--- src/rtl/parity_pkg.sv ---
// Shared types for the parity arbiter: FSM states, grant encoding, default widths.
package parity_pkg;

    localparam int DW_DEFAULT  = 4;
    localparam int ECW_DEFAULT = 8;

    typedef enum logic {
        IDLE = 1'b0,
        RESP = 1'b1
    } state_t;

    typedef enum logic {
        GNT_GEN = 1'b0,
        GNT_CHK = 1'b1
    } grant_t;

endpackage

--- src/rtl/parity_arbiter_if.sv ---
// Request/response handshake bundle between the nibble producers/consumers and the arbiter.
interface parity_arbiter_if
    import parity_pkg::*;
#(
    parameter int DW  = DW_DEFAULT,
    parameter int ECW = ECW_DEFAULT
);
    logic           genvalid;
    logic           genready;
    logic [DW-1:0]  gendata;
    logic           chkvalid;
    logic           chkready;
    logic [DW-1:0]  chkdata;
    logic           chkparity;
    logic           genresvalid;
    logic           genresready;
    logic           genparity;
    logic           chkresvalid;
    logic           chkresready;
    logic           chkerr;
    logic [ECW-1:0] errcount;
    logic           clrerr;

    modport master (
        output genvalid, gendata, chkvalid, chkdata, chkparity,
               genresready, chkresready, clrerr,
        input  genready, chkready, genresvalid, genparity,
               chkresvalid, chkerr, errcount
    );

    modport slave (
        input  genvalid, gendata, chkvalid, chkdata, chkparity,
               genresready, chkresready, clrerr,
        output genready, chkready, genresvalid, genparity,
               chkresvalid, chkerr, errcount
    );

endinterface

--- src/rtl/parity_engine.sv ---
// Combinational odd-parity engine: generates a parity bit (mode 0) or flags an error (mode 1).
module parity_engine
    import parity_pkg::*;
#(
    parameter int DW = DW_DEFAULT
) (
    input  logic          mode,
    input  logic [DW-1:0] datain,
    input  logic          paritybit,
    output logic          result
);

    // Odd parity: a valid word plus its parity bit carries an odd number of ones.
    always_comb begin
        if (mode) begin
            result = ~^{datain, paritybit};
        end else begin
            result = ~^datain;
        end
    end

endmodule

--- src/rtl/parity_arbiter.sv ---
// Round-robin arbiter sharing one parity engine between generate and check requesters,
// with one registered result outstanding at a time and a saturating error counter.
module parity_arbiter
    import parity_pkg::*;
#(
    parameter int DW  = DW_DEFAULT,
    parameter int ECW = ECW_DEFAULT
) (
    input  logic            clk,
    input  logic            rst,
    parity_arbiter_if.slave bus
);

    state_t         r_state;
    state_t         w_state_nxt;
    grant_t         r_lastgrant;
    grant_t         w_grant;
    logic           w_genready;
    logic           w_chkready;
    logic           w_gen_done;
    logic           w_chk_done;
    logic           w_mode;
    logic [DW-1:0]  w_datain;
    logic           w_result;
    logic           r_genresvalid;
    logic           r_chkresvalid;
    logic           r_genparity;
    logic           r_chkerr;
    logic [ECW-1:0] r_errcount;

    assign w_gen_done = r_genresvalid & bus.genresready;
    assign w_chk_done = r_chkresvalid & bus.chkresready;

    // On a tie the side that was not served last wins; a lone valid always wins.
    always_comb begin
        w_grant = GNT_GEN;
        if (bus.genvalid && bus.chkvalid) begin
            w_grant = (r_lastgrant == GNT_CHK) ? GNT_GEN : GNT_CHK;
        end else if (bus.chkvalid) begin
            w_grant = GNT_CHK;
        end
    end

    always_comb begin
        w_state_nxt = r_state;
        w_genready  = 1'b0;
        w_chkready  = 1'b0;
        case (r_state)
            IDLE: begin
                w_genready = !rst && bus.genvalid && (w_grant == GNT_GEN);
                w_chkready = !rst && bus.chkvalid && (w_grant == GNT_CHK);
                if (w_genready || w_chkready) begin
                    w_state_nxt = RESP;
                end
            end
            RESP: begin
                if (w_gen_done || w_chk_done) begin
                    w_state_nxt = IDLE;
                end
            end
            default: w_state_nxt = IDLE;
        endcase
    end

    always_ff @(posedge clk or posedge rst) begin
        if (rst) begin
            r_state     <= IDLE;
            r_lastgrant <= GNT_CHK;
        end else begin
            r_state <= w_state_nxt;
            if (w_genready) begin
                r_lastgrant <= GNT_GEN;
            end else if (w_chkready) begin
                r_lastgrant <= GNT_CHK;
            end
        end
    end

    assign w_mode   = (w_grant == GNT_CHK);
    assign w_datain = w_mode ? bus.chkdata : bus.gendata;

    parity_engine #(
        .DW(DW)
    ) u_engine (
        .mode     (w_mode),
        .datain   (w_datain),
        .paritybit(bus.chkparity),
        .result   (w_result)
    );

    // Result registers clear on handshake so the idle side always reads back zero.
    always_ff @(posedge clk or posedge rst) begin
        if (rst) begin
            r_genresvalid <= 1'b0;
            r_genparity   <= 1'b0;
            r_chkresvalid <= 1'b0;
            r_chkerr      <= 1'b0;
        end else begin
            if (w_genready) begin
                r_genresvalid <= 1'b1;
                r_genparity   <= w_result;
            end else if (w_gen_done) begin
                r_genresvalid <= 1'b0;
                r_genparity   <= 1'b0;
            end
            if (w_chkready) begin
                r_chkresvalid <= 1'b1;
                r_chkerr      <= w_result;
            end else if (w_chk_done) begin
                r_chkresvalid <= 1'b0;
                r_chkerr      <= 1'b0;
            end
        end
    end

    always_ff @(posedge clk or posedge rst) begin
        if (rst) begin
            r_errcount <= '0;
        end else if (bus.clrerr) begin
            r_errcount <= '0;
        end else if (w_chkready && w_result && (r_errcount != {ECW{1'b1}})) begin
            r_errcount <= r_errcount + ECW'(1);
        end
    end

    assign bus.genready    = w_genready;
    assign bus.chkready    = w_chkready;
    assign bus.genresvalid = r_genresvalid;
    assign bus.genparity   = r_genparity;
    assign bus.chkresvalid = r_chkresvalid;
    assign bus.chkerr      = r_chkerr;
    assign bus.errcount    = r_errcount;

endmodule

--- src/flat_wrapper.sv ---
// flat-port wrapper written by rule: the top's interface ports become plain ports
module parity_arbiter_flat import parity_pkg::*;
#(
    parameter int DW  = DW_DEFAULT,
    parameter int ECW = ECW_DEFAULT
)
  (clk, rst, bus_genvalid, bus_gendata, bus_chkvalid, bus_chkdata, bus_chkparity, bus_genresready, bus_chkresready, bus_clrerr, bus_genready, bus_chkready, bus_genresvalid, bus_genparity, bus_chkresvalid, bus_chkerr, bus_errcount);
  parity_arbiter_if #(.DW(DW), .ECW(ECW)) bus_i ();
  input  logic clk;
  input  logic rst;
  input wire logic [$bits(bus_i.genvalid)-1:0] bus_genvalid;
  input wire logic [$bits(bus_i.gendata)-1:0] bus_gendata;
  input wire logic [$bits(bus_i.chkvalid)-1:0] bus_chkvalid;
  input wire logic [$bits(bus_i.chkdata)-1:0] bus_chkdata;
  input wire logic [$bits(bus_i.chkparity)-1:0] bus_chkparity;
  input wire logic [$bits(bus_i.genresready)-1:0] bus_genresready;
  input wire logic [$bits(bus_i.chkresready)-1:0] bus_chkresready;
  input wire logic [$bits(bus_i.clrerr)-1:0] bus_clrerr;
  output wire logic [$bits(bus_i.genready)-1:0] bus_genready;
  output wire logic [$bits(bus_i.chkready)-1:0] bus_chkready;
  output wire logic [$bits(bus_i.genresvalid)-1:0] bus_genresvalid;
  output wire logic [$bits(bus_i.genparity)-1:0] bus_genparity;
  output wire logic [$bits(bus_i.chkresvalid)-1:0] bus_chkresvalid;
  output wire logic [$bits(bus_i.chkerr)-1:0] bus_chkerr;
  output wire logic [$bits(bus_i.errcount)-1:0] bus_errcount;
  assign bus_i.genvalid = bus_genvalid;
  assign bus_i.gendata = bus_gendata;
  assign bus_i.chkvalid = bus_chkvalid;
  assign bus_i.chkdata = bus_chkdata;
  assign bus_i.chkparity = bus_chkparity;
  assign bus_i.genresready = bus_genresready;
  assign bus_i.chkresready = bus_chkresready;
  assign bus_i.clrerr = bus_clrerr;
  assign bus_genready = bus_i.genready;
  assign bus_chkready = bus_i.chkready;
  assign bus_genresvalid = bus_i.genresvalid;
  assign bus_genparity = bus_i.genparity;
  assign bus_chkresvalid = bus_i.chkresvalid;
  assign bus_chkerr = bus_i.chkerr;
  assign bus_errcount = bus_i.errcount;
  parity_arbiter #(.DW(DW), .ECW(ECW)) u_core (.clk(clk), .rst(rst), .bus(bus_i));
endmodule
--- config.mk ---
export PLATFORM = sky130hd
export DESIGN_NAME = parity_arbiter_flat
export DESIGN_NICKNAME = d
export VERILOG_FILES = /design/src/rtl/parity_pkg.sv /design/src/rtl/parity_arbiter_if.sv /design/src/rtl/parity_engine.sv /design/src/rtl/parity_arbiter.sv /design/src/flat_wrapper.sv
export SDC_FILE = /design/constraint.sdc
export NUM_CORES = 1
export LEC_CHECK = 0
export ABC_CLOCK_PERIOD_IN_PS = 1500
export BUFFER_PORTS_ARGS = -buffer_cell sky130_fd_sc_hd__buf_2
export CAP_MARGIN = 20
export CORE_UTILIZATION = 42
export CTS_CLUSTER_SIZE = 10
export DETAILED_ROUTE_END_ITERATION = 16
export HOLD_SLACK_MARGIN = 0.15
export PLACE_DENSITY = 0.73
export RECOVER_POWER = 100
export SLEW_MARGIN = 20
export SYNTH_ARGS = -nofsm -noshare
export SYNTH_HDL_FRONTEND = slang
export SYNTH_SLANG_ARGS = --single-unit
--- constraint.sdc ---
create_clock -name clk -period 1.5 [get_ports clk]
set_input_delay 0.075 -clock clk [delete_from_list [all_inputs] [get_ports clk]]
set_output_delay 0.075 -clock clk [all_outputs]
set_load 0.005 [all_outputs]
== After elaboration in Yosys (flattened, before gate mapping) ==
Cells that the tools add are included.
Cells by class
  mux-type cells: 20
  reductions and logical operators: 16
  bitwise gates (word level): 4
  add/sub/neg operators: 1
  equal/unequal tests: 1
Operator list (count)
  $mux W1: 16
  $mux W8: 2
  $add A8 B1 Y8 const B: 1
  $ne A8 B8 Y1 const B: 1
  $reduce_bool A2 Y1: 4
  $logic_and A1 B1 Y1: 7
  $reduce_xnor A5 Y1: 1
  $mux W4: 1
  $reduce_xnor A4 Y1: 1
  $and A1 B1 Y1: 2
  $logic_or A1 B1 Y1: 2
  $not A1 Y1: 2
  $pmux W1 S2: 1
  $logic_not A1 Y1: 1
Word-level totals
  register bits after elaboration: 14
  word-level logic and storage cells: 49
  output and inout port bits: 14
  input port bits: 16

== Depth between registers and ports, before layout ==
Gate-level depths: netlist (run 1).
  depth after elaboration: 9
  depth in mapped cells: 6
  depth with buffers taken out: 6

== Hierarchy ==
A second synthesis (run 1) with hierarchy kept.
Second synthesis, totals
  cell total of the unflattened synthesis: 80
  area total of the unflattened synthesis: 793.3 µm²
By module, submodules not included
  parity_arbiter: area each 749.5 µm², times used 1, sequential area each 351.6 µm², cells an instance 76
  parity_engine: area each 43.8 µm², times used 1, sequential area each 0.0 µm², cells an instance 4

== Least setup slack after synthesis (run 1) ==
Ideal clock, no wire load.
  kind: register -> register
  start: register u_core.r_errcount[0] (netlist: u_core.bus.errcount[0])
  end: register u_core.r_errcount[5] (netlist: u_core.bus.errcount[5])
  setup time: 0.125 ns
  setup slack: -0.152 ns
  required time: 1.375 ns
  clock period less this slack: 1.652 ns
  data arrival time: 1.527 ns
  cell stages (with the launch flop): 7
  path buffers: 0
  cells stage by stage: dfrtp_1 -> ha_1 -> nand3_1 -> o2111ai_1 -> nor4_4 -> nand2_2 -> mux2_4
Between the ends
  word-level cells in the longest chain between the ends: 3
  elaborated cells on any way between the ends: 6
  those cells by class: 1 x add/sub; 1 x eq/ne; 2 x mux; 2 x reduce/logical
RTL lines
  start: declaration: RTL line parity_arbiter.sv:29  | logic [ECW-1:0] r_errcount;
  start signal: assignment: RTL line parity_arbiter.sv:122  | r_errcount <= r_errcount + ECW'(1);
  $add A8 B1 Y8 / $ne A8 B8 Y1 (equally long branches): RTL line parity_arbiter.sv:122, parity_arbiter.sv:121
  $mux W8 / $logic_and A1 B1 Y1 (equally long branches): RTL line parity_arbiter.sv:121  | end else if (w_chkready && w_result && (r_errcount != {ECW{1'b1}})) begin
  $mux W8 / $reduce_bool A2 Y1 (equally long branches)
Several ways; a longest one is shown, not always the timed one. The select of a mux whose other input is x is not followed.
A chain may end at the register's enable or synchronous reset.

== Final worst setup path (run 1) ==
  start: register u_core.r_state
  end: register u_core.r_errcount[5] (netlist: u_core.bus.errcount[5])
Between the ends
  word-level cells in the longest chain between the ends: 4
RTL lines
  start: declaration: RTL line parity_arbiter.sv:14  | state_t r_state;
  start signal: assignment: RTL line parity_arbiter.sv:70  | r_state <= w_state_nxt;
  $mux W1: RTL line parity_arbiter.sv:48  | case (r_state)
  $logic_and A1 B1 Y1 (2 in a row): RTL line parity_arbiter.sv:121
  $reduce_bool A2 Y1 (no source line)
No other way between the ends.

==> results.py, run 1 <==
metrics = {
    "floorplanning": {
        "io_pins": 30,
        "dieArea_um2": 2051,
        "die_w_um": 45.29,
        "start_util": 0.4509,
        "die_h_um": 45.29,
        "num_rows": 15,
        "core_um2": 1745,
    },
    "timing": {
        "worst_slack_ns": 0.01194,
        "worst_pin_slew_ns": 0.5204,
        "setup-violations-final": 0,
        "finalMaxSlewViolations": 0,
        "hold_viol_final": 0,
        "fin_worst_skew_ns": 0.002525,
        "fin_crit_ns": 1.488,
        "rsz0062_at_grt": "yes",
        "finalCritPeriodShare": 0.9920,
        "max_slew_margin": 0.6527,
        "fmax_ghz": 0.6720,
        "tns_ns": 0,
    },
    "clock_tree": {
        "path_clk_slew_ns": 0.08,
        "numCtsBuffers": 3,
        "htreeDepth": 1,
        "clock_path_buffers": 2,
        "root_buffer": "clkbuf_4",
        "worstSkewPairLatency_ns": 0.29,
        "cts_tree": "built",
        "clock-sinks": 14,
    },
    "power": {
        "p_seq_frac": 0.449,
        "p_int_mw": 0.7593,
        "p_per_area_nw_per_um2": 901.2,
        "finalPower_mw": 1.113,
        "ir_drop_mv": 0.7120,
        "pwr-share-clk": 0.205,
        "p_sw_frac": 0.3178,
        "p_sw_mw": 0.3537,
        "power_frac_comb": 0.347,
        "p_leak_nw": 0.6004,
    },
    "critical_path": {
        "worstReg2RegStart": "u_core.r_state$_DFF_PP0_",
        "worstSetupPathType": "reg2reg",
        "cpPeakStageDelay_ns": 0.42,
        "end_kind": "register",
        "critPathMaxFanout": 5,
        "critical_path_required_ns": 1.68,
        "worstPathCellList": "nor2_4 > nand3_4 > nor4_4 > nand2_2 > mux2_4",
        "slowest_stage": "dfrtp_1",
        "cp.arrival_ns": 1.67,
        "crit_start": "u_core.r_state$_DFF_PP0_",
        "start_kind": "register",
    },
    "detailed_routing": {
        "vias": 755,
        "wl_um": 1852,
        "via_per_inst": 4.748,
        "postRouteAntennaNets": 0,
        "drc_errors": 0,
        "drt-pass1-iter-count": 4,
        "wire_per_inst_um": 11.65,
        "drt_iter0_drc": 21,
    },
    "grt": {
        "grt_pass1_vias": 722,
        "antenna_found_initial": 0,
        "grt_pass1_wl_um": 3001,
        "grt_max_degree": 15,
        "track_usage": 0.2131,
        "gr-total-overflow": 0,
    },
    "synthesis": {
        "synthDominantCellAreaShare": 0.4134,
        "syn_area_um2": 787.0,
        "synthCells": 79,
        "synth_top_area_cell": "dfrtp_1",
        "synth.most_common_cell": "dfrtp_1",
        "yosys-top-cells-area": "dfrtp_1, xnor2_1, nand3_1, o21ai_0, nor2_1",
        "synth_edf_count": 0,
        "synth_ff_type": "dfrtp_1",
        "synth_cell_types": 29,
        "ys_async_sr_fraction": 1.000,
        "syn-num-nets": 96,
        "synth_seq_cells": 14,
        "seq_area_frac_synth": 0.4467,
        "syn_avg_cell_area_um2": 9.962,
        "yosys-top-cells-count": "dfrtp_1, nor2_1, inv_1, nand2_1, nand3_1",
        "yosys_warnings": 0,
    },
    "finish": {
        "nNetsFinal": 152,
        "area_growth_pct": 56.92,
        "drive_above_1_share": 0.4478,
        "insertedDiodeCount": 0,
    },
    "hold_path": {
        "min_path_type": "in2reg",
        "hp-start": "bus_gendata[1]",
    },
    "placed_design": {
        "port_buffers": 29,
        "gp_congestion": 0.8679,
        "post-dp-hpwl_um": 1268,
        "dp_slack_ns": -0.09290,
    },
    "job": {
        "cap_viol_max_count": 0,
    },
    "run_status": {
        "status": "completed",
    },
}
==> layer usage <==
layer	track usage	share of wire
met4	0.09091	0.017
met3	0.07200	0.037
met1	0.2194	0.40
met2	0.3884	0.54
met5	0	0
==> critical path: cells and delay by family (launching register included) <==
family / cells / cell delay, ns
AND/OR/NAND/NOR: 4 / 0.67
multiplexers: 1 / 0.30
flip-flops: 1 / 0.42
==> flip-flops by register name, indices dropped and copies added, names as in the netlist <==
| signal | cells |
|---|---|
| u_core.bus.genresvalid | 1 |
| u_core.bus.chkerr | 1 |
| u_core.r_lastgrant | 1 |
| u_core.r_state | 1 |
| u_core.bus.genparity | 1 |
| u_core.bus.errcount | 8 |
| u_core.bus.chkresvalid | 1 |
==> final cells by class <==
type	instances	area, um2
clock buffers	4	26.28
fillers	133	510.5
inverters	7	26.28
multi-input cells	57	475.5
flip-flops and latches	14	351.6
well taps	25	31.28
repair buffers	52	324.1
==> worst paths after layout <==
kind | slack [ns] | cells past startpoint | to
min reg2reg | 0.53 | 2 | u_core.bus.chkerr$_DFFE_PP0P_
max reg2reg | 0.01 | 5 | u_core.bus.errcount[5]$_DFFE_PP0P_
min in group asynchronous | 0.39 | 3 | u_core.r_state$_DFF_PP0_
max | 0.01 | 5 | u_core.bus.errcount[5]$_DFFE_PP0P_
max in group asynchronous | 0.75 | 3 | u_core.r_lastgrant$_DFFE_PP1P_
min | 0.17 | 4 | u_core.bus.genparity$_DFFE_PP0P_
==> per-stage QoR <==
step | hold slack, ns | utilization | instances | cell area, um2
after floorplan | -0.03650 | - | 79 | 787.0
after global placement | 0.1446 | 0.6079 | 146 | 1061
after detailed placement | 0.1512 | 0.6079 | 146 | 1061
after CTS | 0.1647 | 0.6774 | 157 | 1182
after global routing | 0.1995 | 0.7075 | 159 | 1235
final | 0.1737 | 0.7075 | 159 | 1235
==> power groups by stage <==
stage	clock network (mW)	registers [mW]	logic, mW
floorplan	0	0.499	0.166
global placement	0	0.498	0.293
detailed placement	0	0.500	0.305
CTS	0.236	0.496	0.346
global route	0.257	0.512	0.428
finish	0.228	0.499	0.386
==> cell usage in the layout, fill, tap and decap left out, types with 2 or more instances in the layout <==
cell type	Yosys	layout
dfrtp_1	13	13
nor2_1	8	7
xor2_1	2	2
inv_1	7	7
clkbuf_1	0	5
nor3_1	2	2
buf_2	0	26
o21ai_0	6	6
nand3_1	7	4
mux2i_1	2	2
xnor2_1	5	5
nand3_4	0	2
dlygate4sd3_1	0	7
buf_4	1	14
clkbuf_4	0	3
nand2_1	7	7
nand3_2	1	2
==> cell families after synthesis <==
logic type,share of synthesized area
AND/OR/NAND/NOR,0.2353
flip-flops,0.4467
AO/OA/AOI/OAI,0.08586
XOR/XNOR,0.1288
buffers and inverters,0.04293
multiplexers,0.04451
adder cells (fa/ha/maj),0.01590
==> repair_timing <==
item,CTS,global route
hold buffers,6,1
resized for setup,5,8
setup endpoints to repair,4,11
hold endpoints to repair,26,2
setup buffers,1,1
pin swaps,0,9
(Power assumes the default switching activity.)
==> run 2, diff against run 1 <==
--- a/config.mk
+++ b/config.mk
@@ -8,11 +8,11 @@
 export ABC_CLOCK_PERIOD_IN_PS = 1500
 export BUFFER_PORTS_ARGS = -buffer_cell sky130_fd_sc_hd__buf_2
 export CAP_MARGIN = 20
-export CORE_UTILIZATION = 42
+export CORE_MARGIN = 10
+export CORE_UTILIZATION = 27
 export CTS_CLUSTER_SIZE = 10
 export DETAILED_ROUTE_END_ITERATION = 16
 export HOLD_SLACK_MARGIN = 0.15
-export PLACE_DENSITY = 0.73
 export RECOVER_POWER = 100
 export SLEW_MARGIN = 20
 export SYNTH_ARGS = -nofsm -noshare
==> run 2 against run 1 <==
- count of clock-buffer cells in the layout did not move
- sequential cell count did not move
- die area rose to 2.7 times the previous value
- via count rose by 3.6%
- largest cell class unchanged
==> results.py, run 2 (synthesis results as in run 1) <==
metrics = {
    "run_status": {
        "status": "completed",
    },
    "timing": {
        "fin_worst_skew_ns": 0.006212,
        "hold_viol_final": 0,
        "fin_crit_ns": 1.490,
        "finalMaxSlewViolations": 0,
        "setup-violations-final": 0,
        "max_slew_margin": 0.6369,
        "finalCritPeriodShare": 0.9935,
        "fmax_ghz": 0.6710,
        "tns_ns": 0,
        "worst_pin_slew_ns": 0.5440,
        "rsz0062_at_grt": "yes",
        "worst_slack_ns": 0.009707,
    },
    "hold_path": {
        "min_path_type": "in2reg",
    },
    "floorplanning": {
        "start_util": 0.2830,
        "io_pins": 30,
        "die_w_um": 73.99,
        "num_rows": 19,
        "core_um2": 2781,
        "dieArea_um2": 5475,
        "die_h_um": 73.99,
    },
    "detailed_routing": {
        "via_per_inst": 4.627,
        "vias": 782,
        "wire_per_inst_um": 13.41,
        "postRouteAntennaNets": 0,
        "drt_iter0_drc": 27,
        "drt-pass1-iter-count": 6,
        "drc_errors": 0,
        "wl_um": 2267,
    },
    "critical_path": {
        "cp.arrival_ns": 1.67,
        "worstPathCellList": "ha_2 > nand3_4 > o2111ai_4 > nor4_4 > nand2_2 > mux2_4",
        "crit_family": "flip-flops",
        "end_kind": "register",
        "cp_num_buf_inv": 0,
        "start_kind": "register",
        "critPathMaxFanout": 2,
        "critical_path_required_ns": 1.68,
        "slowest_stage": "dfrtp_1",
        "cpPeakStageDelay_ns": 0.39,
        "worstSetupPathType": "reg2reg",
    },
    "finish": {
        "area_growth_pct": 65.66,
        "final_cell_mix": "buf_2, buf_4, dfrtp_1, inv_1, dlygate4sd3_1",
        "mostFrequentLayoutCell": "buf_2",
        "fin_area_um2": 1304,
        "nNetsFinal": 156,
        "post-route-util": 0.4687,
        "drive_above_1_share": 0.4855,
        "largest_reg_flops": 8,
        "insertedDiodeCount": 0,
    },
    "power": {
        "p_sw_mw": 0.3752,
        "p_sw_frac": 0.3212,
        "p_int_mw": 0.7929,
        "p_per_area_nw_per_um2": 896.0,
        "ir_drop_mv": 0.4457,
        "power_frac_comb": 0.327,
        "p_seq_frac": 0.432,
        "finalPower_mw": 1.168,
        "pwr-share-clk": 0.241,
        "p_leak_nw": 0.6314,
    },
    "job": {
        "cap_viol_max_count": 0,
    },
    "placed_design": {
        "gp_congestion": 0.8216,
        "port_buffers": 29,
        "place_area_um2": 1076,
        "dp_slack_ns": -0.1005,
        "post-dp-hpwl_um": 1635,
    },
    "clock_tree": {
        "clock_path_buffers": 2,
        "numCtsBuffers": 3,
        "root_buffer": "clkbuf_4",
        "path_clk_slew_ns": 0.09,
        "cts_tree": "built",
        "worstSkewPairLatency_ns": 0.29,
        "htreeDepth": 1,
        "clock-sinks": 14,
    },
    "grt": {
        "grt_pass1_wl_um": 3719,
        "track_usage": 0.08354,
        "grt_pass1_vias": 818,
        "antenna_found_initial": 0,
        "grt_max_degree": 15,
        "gr-total-overflow": 0,
    },
}
==> run 2: what timing repair did <==
| item | CTS | global route |
|---|---|---|
| buffers inserted | 3 | 3 |
| setup endpoints to repair | 4 | 10 |
| pin swaps | 6 | 6 |
| hold buffers | 6 | 1 |
| endpoints found under the hold margin | 26 | 1 |
| resized for setup | 5 | 13 |
==> run 2: final timing paths <==
kind                                                          from                            endpoint  slack (ns)  cells after the start
worst max-delay path            u_core.bus.errcount[0]$_DFFE_PP0P_  u_core.bus.errcount[5]$_DFFE_PP0P_        0.01                      6
worst min-delay path                                bus_gendata[1]    u_core.bus.genparity$_DFFE_PP0P_        0.19                      4
worst max register to register  u_core.bus.errcount[0]$_DFFE_PP0P_  u_core.bus.errcount[5]$_DFFE_PP0P_        0.01                      6
worst min register to register    u_core.bus.genparity$_DFFE_PP0P_    u_core.bus.genparity$_DFFE_PP0P_        0.52                      2
max in group asynchronous                                      rst      u_core.r_lastgrant$_DFFE_PP1P_        0.71                      3
min in group asynchronous                                      rst  u_core.bus.errcount[4]$_DFFE_PP0P_        0.42                      3
==> run 2: power groups by stage <==
stage	logic [mW]	clock network (mW)	registers [mW]
global route	0.423	0.306	0.513
detailed placement	0.318	0	0.500
global placement	0.312	0	0.498
CTS	0.336	0.292	0.494
finish	0.382	0.282	0.505
floorplan	0.166	0	0.499
==> run 2: per-stage QoR <==
step,std cells,hold slack [ns]
final,169,0.1858
after global routing,169,0.2374
after CTS,166,0.1622
after detailed placement,153,0.1559
after global placement,153,0.1555
after floorplan,79,-0.03650
==> run 2: tightest hold or removal path: cells and delay by family <==
kind,cells,cell delay [ns]
AOI/OAI and AO/OA,1,0.07
buffers and inverters,1,0.08
xor gates and xnor gates,2,0.20
==> run 2: routing by layer <==
layer,vias up,part of all wire,GRT usage
met5,-,0,0
met3,2,0.052,0.02394
met4,0,0.011,0.03934
met1,380,0.38,0.09084
met2,12,0.56,0.1458
li1,388,-,-
==> run 2: layout make-up <==
class                      count  area (um2)
clock buffer                   4       36.28
multi-input combinational     57       485.5
tap                           31       38.79
inverter                       7       26.28
sequential                    14       351.6
fill                         276        1478
timing repair buffer          56       365.4
